--- src/rtl/left_iter_if.sv ---
// Request/response bundle for the iterative left shifter.
// The master side issues the request; the slave side is the shifter itself.
interface left_iter_if;
  logic        i_start;
  logic [15:0] i_in;
  logic [3:0]  i_shAmt;
  logic        i_shftRot;
  logic [15:0] o_out;
  logic        o_busy;
  logic        o_done;

  modport master (
    output i_start, i_in, i_shAmt, i_shftRot,
    input  o_out, o_busy, o_done
  );

  modport slave (
    input  i_start, i_in, i_shAmt, i_shftRot,
    output o_out, o_busy, o_done
  );
endinterface

--- src/rtl/left_iter.sv ---
// Iterative 16-bit left shift/rotate: one bit position per clock, done pulse on completion.
// Shft_Rot = 1 shifts in zeros, 0 rotates bit 15 back into bit 0.
module left_iter (
  input  logic       clk,
  input  logic       rst,
  left_iter_if.slave bus
);

  typedef enum logic [1:0] {
    IDLE  = 2'd0,
    SHIFT = 2'd1,
    DONE  = 2'd2
  } state_t;

  state_t      r_state;
  state_t      w_nextState;
  logic [15:0] r_data;
  logic [3:0]  r_cnt;
  logic        r_mode;
  logic        w_fillBit;

  always_ff @(posedge clk or posedge rst) begin
    if (rst) begin
      r_state <= IDLE;
    end else begin
      r_state <= w_nextState;
    end
  end

  // A zero shift amount skips SHIFT entirely so latency stays N+1 edges.
  always_comb begin
    w_nextState = r_state;
    case (r_state)
      IDLE: begin
        if (bus.i_start) begin
          w_nextState = (bus.i_shAmt != 4'd0) ? SHIFT : DONE;
        end
      end
      SHIFT: begin
        if (r_cnt == 4'd1) begin
          w_nextState = DONE;
        end
      end
      DONE: begin
        w_nextState = IDLE;
      end
      default: begin
        w_nextState = IDLE;
      end
    endcase
  end

  assign w_fillBit = r_mode ? 1'b0 : r_data[15];

  always_ff @(posedge clk or posedge rst) begin
    if (rst) begin
      r_data <= 16'h0000;
      r_cnt  <= 4'd0;
      r_mode <= 1'b0;
    end else begin
      case (r_state)
        IDLE: begin
          if (bus.i_start) begin
            r_data <= bus.i_in;
            r_cnt  <= bus.i_shAmt;
            r_mode <= bus.i_shftRot;
          end
        end
        SHIFT: begin
          r_data <= {r_data[14:0], w_fillBit};
          r_cnt  <= r_cnt - 4'd1;
        end
        default: begin
          r_data <= r_data;
        end
      endcase
    end
  end

  assign bus.o_out  = r_data;
  assign bus.o_busy = (r_state != IDLE);
  assign bus.o_done = (r_state == DONE);

endmodule

--- src/flat_wrapper.sv ---
// flat-port wrapper written by rule: the top's interface ports become plain ports
module left_iter_flat 
  (clk, rst, bus_i_start, bus_i_in, bus_i_shAmt, bus_i_shftRot, bus_o_out, bus_o_busy, bus_o_done);
  left_iter_if bus_i ();
  input  logic clk;
  input  logic rst;
  input wire logic [$bits(bus_i.i_start)-1:0] bus_i_start;
  input wire logic [$bits(bus_i.i_in)-1:0] bus_i_in;
  input wire logic [$bits(bus_i.i_shAmt)-1:0] bus_i_shAmt;
  input wire logic [$bits(bus_i.i_shftRot)-1:0] bus_i_shftRot;
  output wire logic [$bits(bus_i.o_out)-1:0] bus_o_out;
  output wire logic [$bits(bus_i.o_busy)-1:0] bus_o_busy;
  output wire logic [$bits(bus_i.o_done)-1:0] bus_o_done;
  assign bus_i.i_start = bus_i_start;
  assign bus_i.i_in = bus_i_in;
  assign bus_i.i_shAmt = bus_i_shAmt;
  assign bus_i.i_shftRot = bus_i_shftRot;
  assign bus_o_out = bus_i.o_out;
  assign bus_o_busy = bus_i.o_busy;
  assign bus_o_done = bus_i.o_done;
  left_iter u_core (.clk(clk), .rst(rst), .bus(bus_i));
endmodule
--- config.mk ---
export PLATFORM = sky130hd
export DESIGN_NAME = left_iter_flat
export DESIGN_NICKNAME = d
export VERILOG_FILES = /design/src/rtl/left_iter_if.sv /design/src/rtl/left_iter.sv /design/src/flat_wrapper.sv
export SDC_FILE = /design/constraint.sdc
export NUM_CORES = 1
export LEC_CHECK = 0
export ABC_AREA = 1
export BUFFER_PORTS_ARGS = -buffer_cell sky130_fd_sc_hd__buf_2
export CORE_MARGIN = 2
export CORE_UTILIZATION = 54
export CTS_CLUSTER_SIZE = 28
export DETAILED_ROUTE_END_ITERATION = 16
export GPL_ROUTABILITY_DRIVEN = 0
export PLACE_DENSITY_LB_ADDON = 0.05
export SLEW_MARGIN = 10
export SYNTH_ARGS = -nofsm -noshare
export SYNTH_HDL_FRONTEND = slang
export SYNTH_SLANG_ARGS = --single-unit
--- constraint.sdc ---
create_clock -name clk -period 1.7 [get_ports clk]
set_input_delay 0.34 -clock clk [delete_from_list [all_inputs] [get_ports clk]]
set_output_delay 0.34 -clock clk [all_outputs]
set_load 0.02 [all_outputs]
==> run summary <==
The global-route wire length before repair came out at 4340 um. For the final database, setup skew stands at 0.00265 ns. The count of distinct cell types in the synthesized netlist is 17. The net count reported at finish is 233. Each instance of the synthesized netlist takes up on average 8.08 um^2. In the final timing run, aggregate negative setup slack is 0 ns.

The critical path arrival came out at 1.68 ns. Measured along the y axis, the die boundary spans 53.7 um. The synthesized netlist net count is 191. The number of H-tree levels came out at 1. The peak ir drop on the vdd network is 1.40 mV.

The global routing stage identified its most utilized layer as met2. The area added between synthesis and finish came out at 15.4%. The number of buffers on the longest clock path came out at 2. Setup violations remaining at the end of the flow were counted as 0. The class of the tightest hold or removal check is in2async. Hold is met by 0.0399 ns. The count of hold buffers inserted by post-cts repair came out at 0. The number of clock sinks seen by CTS is 23. The maximum frequency from static timing analysis came out at 700 MHz. The number of synthesized register bits came out at 23. The worst setup path is launched from a flip-flop. The detail-routed via count per cell is 4.80. Summed over all nets, the half-perimeter wirelength after detailed placement is 1960 um.

The number of cell rows came out at 18. The worst pin sits at a relative slew slack of 77.6%. The number of slew-limit violations in the final report came out at 0. The area of the core came out at 2410 um^2. The number of setup buffers added after CTS is 0. The number of buffers inserted by port buffering is 41. The remaining global-route overflow is 0.

The ratio of final minimum period to clock period came out at 84.0%. The later pin in the worst-skew pair is clocked with a latency of 0.31 ns. The smallest clock period supported by the final layout is computed as 1.43 ns.

In this run, the combinational gates consume 61.7% of the power. The post-cts resize count came out at 0. The initial antenna violation count is 0. Yosys printed 0 warnings. The number of global-route vias before repair is 1,045. The clock share of power is 8.0%. The tree is rooted in a sky130_fd_sc_hd__clkbuf_4. The number of hold violations in the final report is 0. The sequential area share after synthesis is 43.2%.

The fraction of layout cells with a size suffix above 1 came out at 35.9%. The met2 routing resource usage after global routing is 33.7%. Global routing consumed, over all layers together, 21.0% of the routing resources. The synthesized area came out at 1330 um^2. The met3 layer usage reported by global route came out at 3.33%.

The fraction of met1 tracks used by global routing is 27.5%. The number of max-cap violations is 0. The total length of routed wires is 2580 um. TritonCTS built the clock tree.

After filler insertion, the fill cell instance count of the layout stands at 221. The transition time at the pin with the least slew margin is 0.335 ns. The endpoint required time on the critical path came out at 1.95 ns. The number of DRC violations after detailed routing came out at 0. Setup repair after global routing left no endpoint under its margin. The gate count of the mapped netlist came out at 165. STA classifies the critical path endpoint as a flip-flop. The effective utilization at floorplan is 55.3%. The number of clock buffers added by TritonCTS is 3.

Net switching is 50.5% of the power. By startpoint and endpoint, the worst setup path is classified as reg2reg. The number of antenna repair diodes came out at 0.

The leakage power figure came out at 0.847 nW. Before antenna repair, the detailed router went through 4 iterations. The remaining number of nets flagged by the antenna check after routing came out at 0.

The maximum fanout along the worst path came out at 18. The internal cell power came out at 0.00159 W. The routed wire length per instance came out at 10.9 um. The sequential group share of total power is 30.3%. The clock-pin slew on the worst setup and hold paths is 0.12 ns. Summed over all nets, the switching power comes to 0.00162 W.

The starting DRC count in detailed routing came out at 12. The power per cell area came out at 2080 nW/um^2. The floorplan die area is 2880 um^2. The routed layout has 1,132 vias. The floorplan step set the die width to 53.7 um.

The flow ran to the end, and the final reports show no timing, DRC or antenna violations. 42 I/O pins were placed. The number of cells traversed by the worst register-to-register path came out at 6. The largest net degree at the start of global routing is 26.
## state kept, by name (all words and copies together) (netlist names)
name	count
u_core.r_cnt	4
u_core.r_mode	1
u_core.r_state	2
u_core.bus.o_out	16
## cell usage after synthesis
cell                      count  area [um^2]
sky130_fd_sc_hd__nand2_1     53          199
sky130_fd_sc_hd__a21oi_1      1         5.00
sky130_fd_sc_hd__o21ai_1     15         75.1
sky130_fd_sc_hd__inv_2        2         7.51
sky130_fd_sc_hd__nand2_2      2         12.5
sky130_fd_sc_hd__dfrtp_1     23          576
sky130_fd_sc_hd__buf_6        5         56.3
sky130_fd_sc_hd__buf_4        1         7.51
sky130_fd_sc_hd__buf_8        2         30.0
sky130_fd_sc_hd__or2_2        1         6.26
sky130_fd_sc_hd__inv_1       23         86.3
sky130_fd_sc_hd__o21ai_2     20          175
sky130_fd_sc_hd__ha_1         2         25.0
sky130_fd_sc_hd__nand3_2      1         10.0
sky130_fd_sc_hd__nand3_1      6         30.0
sky130_fd_sc_hd__o21ai_0      2         10.0
sky130_fd_sc_hd__nor2_1       6         22.5
## metrics by stage
stage          total power (W)  utilization (%)  cells  setup WS (ns)  cell area (um^2)
6_report               0.00321             63.9    236          0.272              1540
5_1_grt                0.00352             63.9    236          0.149              1540
4_1_cts                0.00324             63.9    236          0.271              1540
3_5_place_dp           0.00298             62.8    232          0.302              1510
3_3_place_gp           0.00290             62.8    232          0.383              1510
2_1_floorplan          0.00269                -    165          0.540              1330
## final cells by class
cell class | count | area [um^2] | share of cell area (%)
Sequential cell | 23 | 576 | 37.4
Multi-Input combinational cell | 109 | 571 | 37.1
Timing Repair Buffer | 45 | 235 | 15.3
Inverter | 25 | 93.8 | 6.10
Tap cell | 30 | 37.5 | 2.44
Clock buffer | 4 | 26.3 | 1.71
## critical path: stages, from the launching register on
cell and delay [ns]:
sky130_fd_sc_hd__dfrtp_1 0.42, sky130_fd_sc_hd__inv_2 0.09, sky130_fd_sc_hd__nand2_2 0.17, sky130_fd_sc_hd__nand2_2 0.23
sky130_fd_sc_hd__buf_4 0.29, sky130_fd_sc_hd__nand2_1 0.10, sky130_fd_sc_hd__o21ai_2 0.06
## routing by layer
metal	routed length, um	vias up
li1	-	593
met1	1220	509
met2	1200	26
met3	105	4
met4	51	0
met5	0	-
## placed cells by master, fill, tap and decap left out
cell,instances
sky130_fd_sc_hd__inv_1,23
sky130_fd_sc_hd__nand2_2,2
sky130_fd_sc_hd__dfrtp_1,23
sky130_fd_sc_hd__clkbuf_4,3
sky130_fd_sc_hd__nand3_2,1
sky130_fd_sc_hd__clkbuf_1,1
sky130_fd_sc_hd__nor2_1,6
sky130_fd_sc_hd__a21oi_1,1
sky130_fd_sc_hd__buf_4,4
sky130_fd_sc_hd__nand3_1,6
sky130_fd_sc_hd__o21ai_2,20
sky130_fd_sc_hd__nand2_1,53
sky130_fd_sc_hd__o21ai_1,15
sky130_fd_sc_hd__inv_2,2
sky130_fd_sc_hd__ha_1,2
sky130_fd_sc_hd__or2_2,1
sky130_fd_sc_hd__buf_2,41
sky130_fd_sc_hd__o21ai_0,2
## final timing paths
path,start,to,slack [ns]
max in group asynchronous,rst,u_core.bus.o_out[9]$_DFFE_PP0P_,1.43
worst max-delay path,u_core.r_state[1]$_DFFE_PP0P_,u_core.bus.o_out[14]$_DFFE_PP0P_,0.27
min in group clk,bus_i_shftRot,u_core.r_mode$_DFFE_PP0P_,0.22
worst max register to register,u_core.r_state[1]$_DFFE_PP0P_,u_core.bus.o_out[14]$_DFFE_PP0P_,0.27
worst min register to register,u_core.r_mode$_DFFE_PP0P_,u_core.r_mode$_DFFE_PP0P_,0.50
worst min-delay path,rst,u_core.bus.o_out[2]$_DFFE_PP0P_,0.04
## power groups by stage
stage	Combinational [W]	Clock (W)	Sequential, W
final	0.00198	0.000256	0.000971
after global routing	0.00223	0.000281	0.00101
after CTS	0.00200	0.000265	0.000974
after detailed placement	0.00199	0	0.000981
after global placement	0.00192	0	0.000974
after floorplan	0.00151	0	0.00119
## logic make-up after synthesis
logic type	after synthesis	synth area share, %
DFF	23	43.2
AOI/OAI and AO/OA	38	19.9
and+or+nand+nor	69	21.0
adders and majority gates	2	1.88
buffers and inverters	33	14.1
(Power assumes the default switching activity.)
